## src/rtl/config_stream_loader_pkg.sv

```systemverilog
// Shared constants, entry field layout and state encoding for the config stream loader.
package config_stream_loader_pkg;

   localparam int DATA_WIDTH_DEF     = 32;
   localparam int TGT_W_DEF          = 5;
   localparam int TBL_AW_DEF         = 6;
   localparam int TIMEOUT_CYCLES_DEF = 1024;

   // Table entry is {target, value}: value in the low bits, target directly above it.
   localparam int VAL_LSB = 0;
   localparam int TGT_LSB = VAL_LSB + DATA_WIDTH_DEF;

   typedef enum logic [2:0] {
      ST_IDLE   = 3'd0,
      ST_FETCH  = 3'd1,
      ST_ADDR   = 3'd2,
      ST_DATA   = 3'd3,
      ST_FINISH = 3'd4
   } cfg_state_e;

   // Bits needed to hold n-1, the load value of an n-cycle wait window.
   function automatic int cnt_width(input int n);
      return (n > 1) ? $clog2(n) : 1;
   endfunction

endpackage

```

## src/rtl/config_stream_loader_timeout.sv

```systemverilog
// Loadable down-counter bounding the wait for an address-beat handshake.
module cfg_timeout_counter #(
   parameter int CNT_W = 10
) (
   input  logic             clk,
   input  logic             rst_n,
   input  logic             load_i,
   input  logic [CNT_W-1:0] load_val_i,
   input  logic             dec_i,
   output logic             expired_o
);

   logic [CNT_W-1:0] cnt_q;
   logic [CNT_W-1:0] cnt_d;

   always_comb begin
      cnt_d = cnt_q;
      if (load_i) begin
         cnt_d = load_val_i;
      end else if (dec_i && (cnt_q != '0)) begin
         cnt_d = cnt_q - 1'b1;
      end
   end

   always_ff @(posedge clk or negedge rst_n) begin
      if (!rst_n) begin
         cnt_q <= '0;
      end else begin
         cnt_q <= cnt_d;
      end
   end

   assign expired_o = (cnt_q == '0);

endmodule

```

## src/rtl/config_stream_loader.sv

```systemverilog
// Streams {target, value} table entries as address-beat / data-beat pairs on the config channel.
//
// state  | meaning
// IDLE   | waiting for start
// FETCH  | table read data returning; captures entry, loads timeout
// ADDR   | address beat held until handshake or timeout
// DATA   | data beat, exactly one cycle, ready ignored
// FINISH | one-cycle done pulse
module config_stream_loader
   import config_stream_loader_pkg::*;
#(
   parameter int DATA_WIDTH     = DATA_WIDTH_DEF,
   parameter int TGT_W          = TGT_W_DEF,
   parameter int TBL_AW         = TBL_AW_DEF,
   parameter int TIMEOUT_CYCLES = TIMEOUT_CYCLES_DEF
) (
   input  logic                    clk,
   input  logic                    rst_n,
   input  logic                    start,
   input  logic [TBL_AW-1:0]       base,
   input  logic [TBL_AW:0]         count,
   output logic                    busy,
   output logic                    done,
   output logic                    error,
   output logic [TBL_AW:0]         sent_cnt,
   output logic                    tbl_rd_en,
   output logic [TBL_AW-1:0]       tbl_rd_addr,
   input  logic [TGT_W+DATA_WIDTH-1:0] tbl_rd_data,
   output logic [DATA_WIDTH-1:0]   cfg_data,
   output logic                    cfg_valid,
   input  logic                    cfg_ready
);

   localparam int ENT_VAL_LSB = VAL_LSB;
   localparam int ENT_TGT_LSB = VAL_LSB + DATA_WIDTH;
   localparam int TMR_W       = cnt_width(TIMEOUT_CYCLES);
   localparam logic [TMR_W-1:0] TMR_LOAD = TMR_W'(TIMEOUT_CYCLES - 1);

   cfg_state_e              state_q, state_d;
   logic [TBL_AW-1:0]       idx_q, idx_d;
   logic [TBL_AW:0]         count_q, count_d;
   logic [TBL_AW:0]         sent_q, sent_d;
   logic                    err_q, err_d;
   logic [TGT_W-1:0]        tgt_q, tgt_d;
   logic [DATA_WIDTH-1:0]   val_q, val_d;
   logic [TBL_AW:0]         sent_inc;
   logic [TBL_AW-1:0]       idx_inc;
   logic                    tmr_load;
   logic                    tmr_dec;
   logic                    tmr_expired;

   cfg_timeout_counter #(
      .CNT_W (TMR_W)
   ) u_timeout (
      .clk        (clk),
      .rst_n      (rst_n),
      .load_i     (tmr_load),
      .load_val_i (TMR_LOAD),
      .dec_i      (tmr_dec),
      .expired_o  (tmr_expired)
   );

   always_comb begin
      state_d     = state_q;
      idx_d       = idx_q;
      count_d     = count_q;
      sent_d      = sent_q;
      err_d       = err_q;
      tgt_d       = tgt_q;
      val_d       = val_q;
      sent_inc    = sent_q + 1'b1;
      idx_inc     = idx_q + 1'b1;
      tmr_load    = 1'b0;
      tmr_dec     = 1'b0;
      busy        = 1'b0;
      done        = 1'b0;
      tbl_rd_en   = 1'b0;
      tbl_rd_addr = '0;
      cfg_valid   = 1'b0;
      cfg_data    = '0;

      case (state_q)
         ST_IDLE: begin
            if (start) begin
               err_d  = 1'b0;
               sent_d = '0;
               if (count == '0) begin
                  state_d = ST_FINISH;
               end else begin
                  idx_d       = base;
                  count_d     = count;
                  tbl_rd_en   = 1'b1;
                  tbl_rd_addr = base;
                  state_d     = ST_FETCH;
               end
            end
         end
         ST_FETCH: begin
            busy     = 1'b1;
            tgt_d    = tbl_rd_data[ENT_TGT_LSB +: TGT_W];
            val_d    = tbl_rd_data[ENT_VAL_LSB +: DATA_WIDTH];
            tmr_load = 1'b1;
            state_d  = ST_ADDR;
         end
         ST_ADDR: begin
            busy                = 1'b1;
            cfg_valid           = 1'b1;
            cfg_data[TGT_W-1:0] = tgt_q;
            if (cfg_ready) begin
               state_d = ST_DATA;
            end else if (tmr_expired) begin
               err_d   = 1'b1;
               state_d = ST_FINISH;
            end else begin
               tmr_dec = 1'b1;
            end
         end
         ST_DATA: begin
            // The receiver samples the data beat unconditionally; cfg_ready is don't-care here.
            busy      = 1'b1;
            cfg_valid = 1'b1;
            cfg_data  = val_q;
            sent_d    = sent_inc;
            if (sent_inc == count_q) begin
               state_d = ST_FINISH;
            end else begin
               idx_d       = idx_inc;
               tbl_rd_en   = 1'b1;
               tbl_rd_addr = idx_inc;
               state_d     = ST_FETCH;
            end
         end
         ST_FINISH: begin
            done    = 1'b1;
            state_d = ST_IDLE;
         end
         default: begin
            state_d = ST_IDLE;
         end
      endcase
   end

   always_ff @(posedge clk or negedge rst_n) begin
      if (!rst_n) begin
         state_q <= ST_IDLE;
         idx_q   <= '0;
         count_q <= '0;
         sent_q  <= '0;
         err_q   <= 1'b0;
         tgt_q   <= '0;
         val_q   <= '0;
      end else begin
         state_q <= state_d;
         idx_q   <= idx_d;
         count_q <= count_d;
         sent_q  <= sent_d;
         err_q   <= err_d;
         tgt_q   <= tgt_d;
         val_q   <= val_d;
      end
   end

   assign error    = err_q;
   assign sent_cnt = sent_q;

endmodule

```

## config.mk

```make
export PLATFORM = sky130hd
export DESIGN_NAME = config_stream_loader
export DESIGN_NICKNAME = d
export VERILOG_FILES = /design/src/rtl/config_stream_loader_pkg.sv /design/src/rtl/config_stream_loader_timeout.sv /design/src/rtl/config_stream_loader.sv
export SDC_FILE = /design/constraint.sdc
export NUM_CORES = 1
export LEC_CHECK = 0
export ABC_AREA = 1
export ABC_CLOCK_PERIOD_IN_PS = 2200
export BUFFER_PORTS_ARGS = -buffer_cell sky130_fd_sc_hd__buf_2
export CELL_PAD_IN_SITES_DETAIL_PLACEMENT = 1
export CELL_PAD_IN_SITES_GLOBAL_PLACEMENT = 2
export CORE_UTILIZATION = 29
export DETAILED_ROUTE_END_ITERATION = 12
export GPL_TIMING_DRIVEN = 0
export PLACE_DENSITY = 0.86
export SLEW_MARGIN = 0
export SYNTH_ARGS = -nofsm -noshare
export SYNTH_HDL_FRONTEND = slang
export SYNTH_SLANG_ARGS = --single-unit
export TNS_END_PERCENT = 1
```

## constraint.sdc

```tcl
create_clock -name clk -period 2.2 [get_ports clk]
set_input_delay 0.22 -clock clk [delete_from_list [all_inputs] [get_ports clk]]
set_output_delay 0.22 -clock clk [all_outputs]
set_load 0.01 [all_outputs]
```

==> summary.md, run 1 <==
| Metric | Value |
|---|---|
| Grt total ovfl | 0 |
| Netlist cell types | 30 |
| Synth Net Count | 539 |
| F_max | 432 MHz |
| GRT busiest layer | met2 |
| Mapped Area | 3690 um2 |
| CTS H-Tree Depth | 3 |
| Place WS | -17.4 ps |
| Relative slew slack | 67.3% |
| Detail Route Antenna Nets | 0 |
| Met1 usage | 22.3% |
| CP bufs+invs | 3 |
| Commonest non-fill, non-tap cell in the layout | nand2_1 |
| # rows | 40 |
| Largest net degree at the start of global routing | 41 |
| DIE HEIGHT | 115 um |
| Lkg Pwr | 2.63 nW |
| Footprint of the multi-input gates | 1590 um2 |
| Hold WS | 75.9 ps |
| Result of the run | finished, violations left |
| Vias per inst | 4.55 |
| Post-Route WL | 10800 um |
| Syn avg cell area | 7.67 um2 |
| Max clock buf depth | 2 |
| Failing checks | negative setup slack |
| Post-synth EDFFs | 0 |
| Sequential standard cell area | 1780 um2 |
| Hold depth | 3 |
| YS warnings | 0 |
| RR Startpoint | u_timeout.cnt_q[0]$_DFFE_PN0P_ |
| Worst setup margin | -116 ps |
| Worst-Margin Slew | 490 ps |
| Tot Pwr | 6.36 mW |
| Yosys reg bits | 71 |
| Top_reg_cell synth | dfrtp_1 |
| Via count | 3514 |
| CTS Buf Count | 9 |
| Most frequent cells in the layout | 104 x nand2_1, 103 x buf_2, 84 x inv_1, 69 x dfrtp_1, 56 x o21ai_0 |
| Share of cells above drive strength 1 | 27.1% |
| Final RePlAce weighted congestion | 0.771 |
| M3 GR Usage | 3.06% |
| CP arrival | 2100 ps |
| Mapped Cells | 481 |
| Fill cells | 1582 |
| Clk slew on worst S/H paths | 50 ps |
| Starting Density | 30.2% |
| CP Launch Type | register |
| Crit Path Max Fanout | 7 |
| Drt initial violations | 128 |
| Die Area | 13200 um2 |
| R2R cell count | 10 |
| Clock sink count | 71 |
| Req. time, crit path | 1980 ps |
| Setup TNS | -678 ps |
| PwrDens | 1310 nW/um2 |
| # diodes | 0 |
| Non-Filler Instances | 773 |
| Sequential area share after synthesis | 48.1% |
| Initial antenna violation count | 0 |
| Crit path depth | 11 |
| Largest stage delay on the critical path | 430 ps |
| Clk_lat worst skew | 340 ps |
| Placed inst area | 4440 um2 |
| Width of the chip | 115 um |
| Reg-to-reg slack, setup | 350 ps |
| Slowest cell on crit path | dfrtp_2 |
| Post-synth top area share | 48.1% |
| I/O pin cnt | 104 |
| CP top delay family | simple AND/OR/NAND/NOR gates |
| Residual DRC count | 0 |
| Area Overhead vs Synth | 31.3% |
| CP Class | reg -> out |
| DPL Wire Length | 7970 um |
| Crit Reg-Reg Endpoint | u_timeout.cnt_q[6]$_DFFE_PN0P_ |
| Global-route met2 utilization | 30.2% |
| Area leader, netlist | dfrtp_1 |
| Synth top area cells | dfrtp_1 48%, nand2_1 11%, inv_1 8.9%, o21ai_0 7.6%, nor2_1 5.3% |
| Synth async-reset ratio | 100% |
| Worst path cell trace | ha_4 > xor2_1 > nor2_1 > nand2_1 > inv_2 > nand2_2 > nor2_4 > nand2_8 > a21oi_2 > inv_1 > buf_2 |
| CORE AREA | 12200 um2 |
| RSZ-0062 raised after global routing | yes |
| First-pass GRT wire length | 17900 um |
| Max-Cap Viols | 0 |
| Final hold violations | 0 |
| Setup crit end kind | primary output |
| First drt pass iteration count | 4 |
| Root buffer cell | clkbuf_16 |
| Design Area, Final | 4850 um2 |
| Layout Nets | 660 |
| Worst setup path endpoint | tbl_rd_addr[4] |
| Worst Hold Class | in -> reg |
| Clock Skew | 7.37 ps |
| Port Buffer Count | 103 |
| Max-slew violations | 0 |
| Setup-failing EPs final | 7 |
| Period minus WS final | 2320 ps |
| Number of global-route vias before repair | 3703 |
| Routed len/inst | 14.0 um |
| Final period utilization | 105% |
| CP startpoint | sent_cnt[0]$_DFFE_PN0P_ |
| CTS tree | done |
| Dpl cells | 753 |
| Max IR drop VDD | 0.000350 V |
| Final core utilization | 39.7% |
| GRT Total Usage | 17.8% |
-- tightest hold or removal path: cells and delay by family --
kind	cells	cell delay, ps
buf+inv	1	70
simple gates	2	90
-- worst min-delay path by stage --
stage | startpoint | endpoint
finish | tbl_rd_data[32] | tgt_q[0]$_DFFE_PN0P_
global route | tbl_rd_data[32] | tgt_q[0]$_DFFE_PN0P_
CTS | tbl_rd_data[32] | tgt_q[0]$_DFFE_PN0P_
detailed placement | rst_n | idx_q[2]$_DFFE_PN0P_
global placement | tbl_rd_data[34] | tgt_q[2]$_DFFE_PN0P_
floorplan | rst_n | count_q[0]$_DFFE_PN0P_
-- logic make-up (layout without fill, tap and decap cells) --
group                      after synthesis  after routing  synth area share (%)
and+or+nand+nor                        208            208                  24.6
buffers and inverters                  105            229                  11.4
AOI/OAI and AO/OA                       85             85                  12.6
DFF                                     71             71                  48.1
xor gates and xnor gates                 8              8                  1.90
adders and majority gates                4              4                  1.36
-- flip-flops by register name, indices dropped and copies added, names as in the netlist --
register / cells
tgt_q: 5
sent_cnt: 7
idx_q: 6
val_q: 32
u_timeout.cnt_q: 10
state_q: 3
error: 1
count_q: 7
-- routing by layer --
layer  wire length, um  vias to the layer above
met5                 0                        -
met3               267                       13
met1              4940                     1720
li1                  -                     1734
met4               205                        0
met2              5390                       47
-- power by group --
group | switching [mW] | internal (mW) | total, mW
logic | 1.80 | 1.05 | 2.84
registers | 0.339 | 1.89 | 2.23
clock network | 0.534 | 0.747 | 1.28
total | 2.67 | 3.69 | 6.36
-- synthesized netlist by cell type, types with 2 or more instances --
library cell / count
xor2_1: 7
a21oi_2: 2
inv_1: 88
nand4_1: 6
nand2_2: 4
nand3_2: 2
o22ai_1: 3
nor2_2: 2
clkbuf_1: 10
a22o_1: 6
o21ai_0: 56
dfrtp_1: 71
a21oi_1: 15
buf_6: 3
buf_2: 4
nand3_1: 23
nor3_1: 2
nand2_4: 3
nor2_1: 52
nand2_1: 108
ha_1: 4
nor2_4: 2
-- final cells by class --
class	instances	area share, %
plain buffers	17	1.96
clock buffers	12	4.88
clock inverters	2	0.207
inverters	88	6.82
multi-input cells	305	32.7
flip-flops and latches	71	36.7
well taps	168	4.34
repair buffers	110	12.3
-- repair_timing --
action / 4_1_cts / 5_1_grt
setup buffers: 3 / 2
setup endpoints to repair: 14 / 11
cloned: 0 / 0
hold endpoints to repair: 31 / 0
pin swaps: 5 / 7
resized for setup: 17 / 14
hold buffers: 1 / 0
Power figures use the tool's default switching activity.
==> run 2, diff against run 1 <==
TNS_END_PERCENT = 100   (was 1)
==> run 2 against run 1 <==
  * Combinational power is essentially flat
  * Clock power about the same
  * Largest power group unchanged
  * Die area unchanged
  * Maximum frequency down 0.26%
  * The run still ends with negative setup slack left
==> summary.md, run 2 (same netlist as run 1, synthesis figures left out) <==
| Metric | Value |
|---|---|
| Result of the run | finished, violations left (unchanged) |
| Failing checks | negative setup slack (unchanged) |
| Most frequent cells in the layout | 104 x nand2_1, 103 x buf_2, 84 x inv_1, 69 x dfrtp_1, 56 x o21ai_0 (unchanged) |
| RR Startpoint | sent_cnt[0]$_DFFE_PN0P_ (was u_timeout.cnt_q[0]$_DFFE_PN0P_) |
| Comb power frac | 45.0% (was 44.7%) |
| Clock Skew | 8.43 ps (was 7.37 ps) |
| Final hold violations | 0 (unchanged) |
| Max IR drop VDD | 0.000351 V (was 0.000350 V) |
| CTS H-Tree Depth | 3 (unchanged) |
| GRT busiest layer | met2 (unchanged) |
| PwrDens | 1310 nW/um2 (about the same) |
| F_max | 431 MHz (was 432 MHz) |
| Worst Hold Class | in -> reg (unchanged) |
| Initial antenna violation count | 0 (unchanged) |
| Die Area | 13200 um2 (unchanged) |
| Width of the chip | 115 um (unchanged) |
| Final RePlAce weighted congestion | 0.771 (unchanged) |
| First drt pass iteration count | 4 (unchanged) |
| I/O pin cnt | 104 (unchanged) |
| Clock network fraction of total power | 20.1% (about the same) |
| Largest net degree at the start of global routing | 41 (unchanged) |
| R2R cell count | 11 (was 10) |
| Lkg Pwr | 2.64 nW (was 2.63 nW) |
| DPL Wire Length | 7970 um (unchanged) |
| Tot Pwr | 6.38 mW (was 6.36 mW) |
| Global-route met2 utilization | 30.2% (about the same) |
| Final period utilization | 106% (was 105%) |
| Switching Share | 42.0% (about the same) |
| Worst-Margin Slew | 490 ps (about the same) |
| Vias per inst | 4.55 (about the same) |
| Commonest non-fill, non-tap cell in the layout | nand2_1 (unchanged) |
| Req. time, crit path | 1980 ps (about the same) |
| Met1 usage | 22.4% (was 22.3%) |
| Number of global-route vias before repair | 3708 (was 3703) |
| Routed len/inst | 14.0 um (about the same) |
| CP startpoint | sent_cnt[0]$_DFFE_PN0P_ (unchanged) |
| Area Overhead vs Synth | 31.8% (was 31.3%) |
| Largest regs | val_q: 32 flops, u_timeout.cnt_q: 10 flops (unchanged) |
| Clock sink count | 71 (unchanged) |
| Root buffer cell | clkbuf_16 (unchanged) |
| Period minus WS final | 2320 ps (about the same) |
| Clk_lat worst skew | 340 ps (about the same) |
| Min-delay src | tbl_rd_data[32] (unchanged) |
| CP arrival | 2100 ps (about the same) |
| Post-Route WL | 10800 um (about the same) |
| Max clock buf depth | 2 (unchanged) |
| Max FFs per register | 32 (unchanged) |
| Relative slew slack | 67.3% (about the same) |
| RSZ-0062 raised after global routing | yes (unchanged) |
| Detail Route Antenna Nets | 0 (unchanged) |
| Drt initial violations | 143 (was 128) |
| # diodes | 0 (unchanged) |
| Grt total ovfl | 0 (unchanged) |
| DIE HEIGHT | 115 um (unchanged) |
| Most flops, register | val_q (unchanged) |
| M3 GR Usage | 3.06% (unchanged) |
| Setup TNS | -690 ps (was -678 ps) |
| Setup-failing EPs final | 7 (unchanged) |
| Setup crit end kind | primary output (unchanged) |
| CTS tree | done (unchanged) |
| Max-slew violations | 0 (unchanged) |
| # rows | 40 (unchanged) |
| Starting Density | 30.2% (unchanged) |
| Layout Nets | 661 (was 660) |
| GRT Total Usage | 17.8% (about the same) |
| Crit Path Max Fanout | 7 (unchanged) |
| CTS Buf Count | 9 (unchanged) |
| Internal power | 3.70 mW (was 3.69 mW) |
| Max-Cap Viols | 0 (unchanged) |
| First-pass GRT wire length | 17900 um (about the same) |
| Via count | 3523 (was 3514) |
| Residual DRC count | 0 (unchanged) |
| Share of cells above drive strength 1 | 27.6% (was 27.1%) |
| Net Sw Power | 2.68 mW (was 2.67 mW) |
| CP Launch Type | register (unchanged) |
| Worst setup margin | -122 ps (was -116 ps) |
| Port Buffer Count | 103 (unchanged) |
| Final core utilization | 39.8% (was 39.7%) |
| Hold depth | 3 (unchanged) |
| Flop pwr share | 35.0% (was 35.1%) |
| CP Class | reg -> out (unchanged) |
| Clk slew on worst S/H paths | 50 ps (about the same) |
| CORE AREA | 12200 um2 (unchanged) |
[run 2: changes by cell type in the layout (fill, tap and decap cells not counted)]
cell,previous run,this run
nor2_2,3,5
nor2_1,49,47
a21oi_2,2,1
a21oi_4,4,5
buf_4,7,8
[run 2: layout make-up]
cell class | instances | area, um2
clock buffers | 12 | 236
inverters | 88 | 330
clock inverters | 2 | 10.0
repair buffers | 111 | 606
well taps | 168 | 210
flip-flops and latches | 71 | 1780
fillers | 1579 | 7350
plain buffers | 17 | 95.1
multi-input cells | 305 | 1600
[run 2: final timing paths]
path	slack, ps	endpoint
setup reg to reg	350	idx_q[5]$_DFFE_PN0P_
hold / removal	80	tgt_q[0]$_DFFE_PN0P_
min in group asynchronous	360	idx_q[2]$_DFFE_PN0P_
hold reg to reg	470	tgt_q[0]$_DFFE_PN0P_
setup / recovery	-120	tbl_rd_addr[4]
max in group asynchronous	1270	u_timeout.cnt_q[1]$_DFFE_PN0P_
[run 2: metrics by stage]
| stage | setup WS [ps] | cell area, um2 | instances | hold WS (ps) |
|---|---|---|---|---|
| floorplan | 279 | 3690 | 481 | -75.6 |
| global placement | 22.5 | 4420 | 752 | 424 |
| detailed placement | -17.4 | 4440 | 753 | 189 |
| CTS | -94.2 | 4790 | 772 | 69.1 |
| global route | -292 | 4870 | 774 | 81.8 |
| finish | -122 | 4870 | 774 | 75.7 |
[run 2: worst max-delay path, cell delays in order (launching register included)]
cell     delay [ps]
dfrtp_2         430
ha_4            250
xor2_1          130
nor2_1          100
nand2_1          70
inv_2            50
nand2_2          50
nor2_4          180
nand2_8         130
a21oi_2         170
inv_1            60
buf_2           130
[run 2: metal layers]
| metal | vias to the layer above | wire, um |
|---|---|---|
| met2 | 42 | 5410 |
| met3 | 13 | 244 |
| met5 | - | 0 |
| met4 | 0 | 205 |
| li1 | 1738 | - |
| met1 | 1730 | 4990 |
[run 2: timing repair]
item                       CTS  global route
pin swaps                    6             8
hold endpoints to repair    31             0
resized for setup           17            17
hold buffers                 1             0
setup endpoints to repair   14            11
buffers inserted             4             2
gates cloned                 0             0
[run 2: power groups by stage]
stage | combinational (mW) | sequential (mW) | clock [mW]
floorplan | 1.77 | 2.17 | 0
global placement | 2.51 | 2.23 | 0
detailed placement | 2.61 | 2.26 | 0
CTS | 2.80 | 2.24 | 1.32
global route | 3.28 | 2.31 | 1.37
finish | 2.87 | 2.23 | 1.28
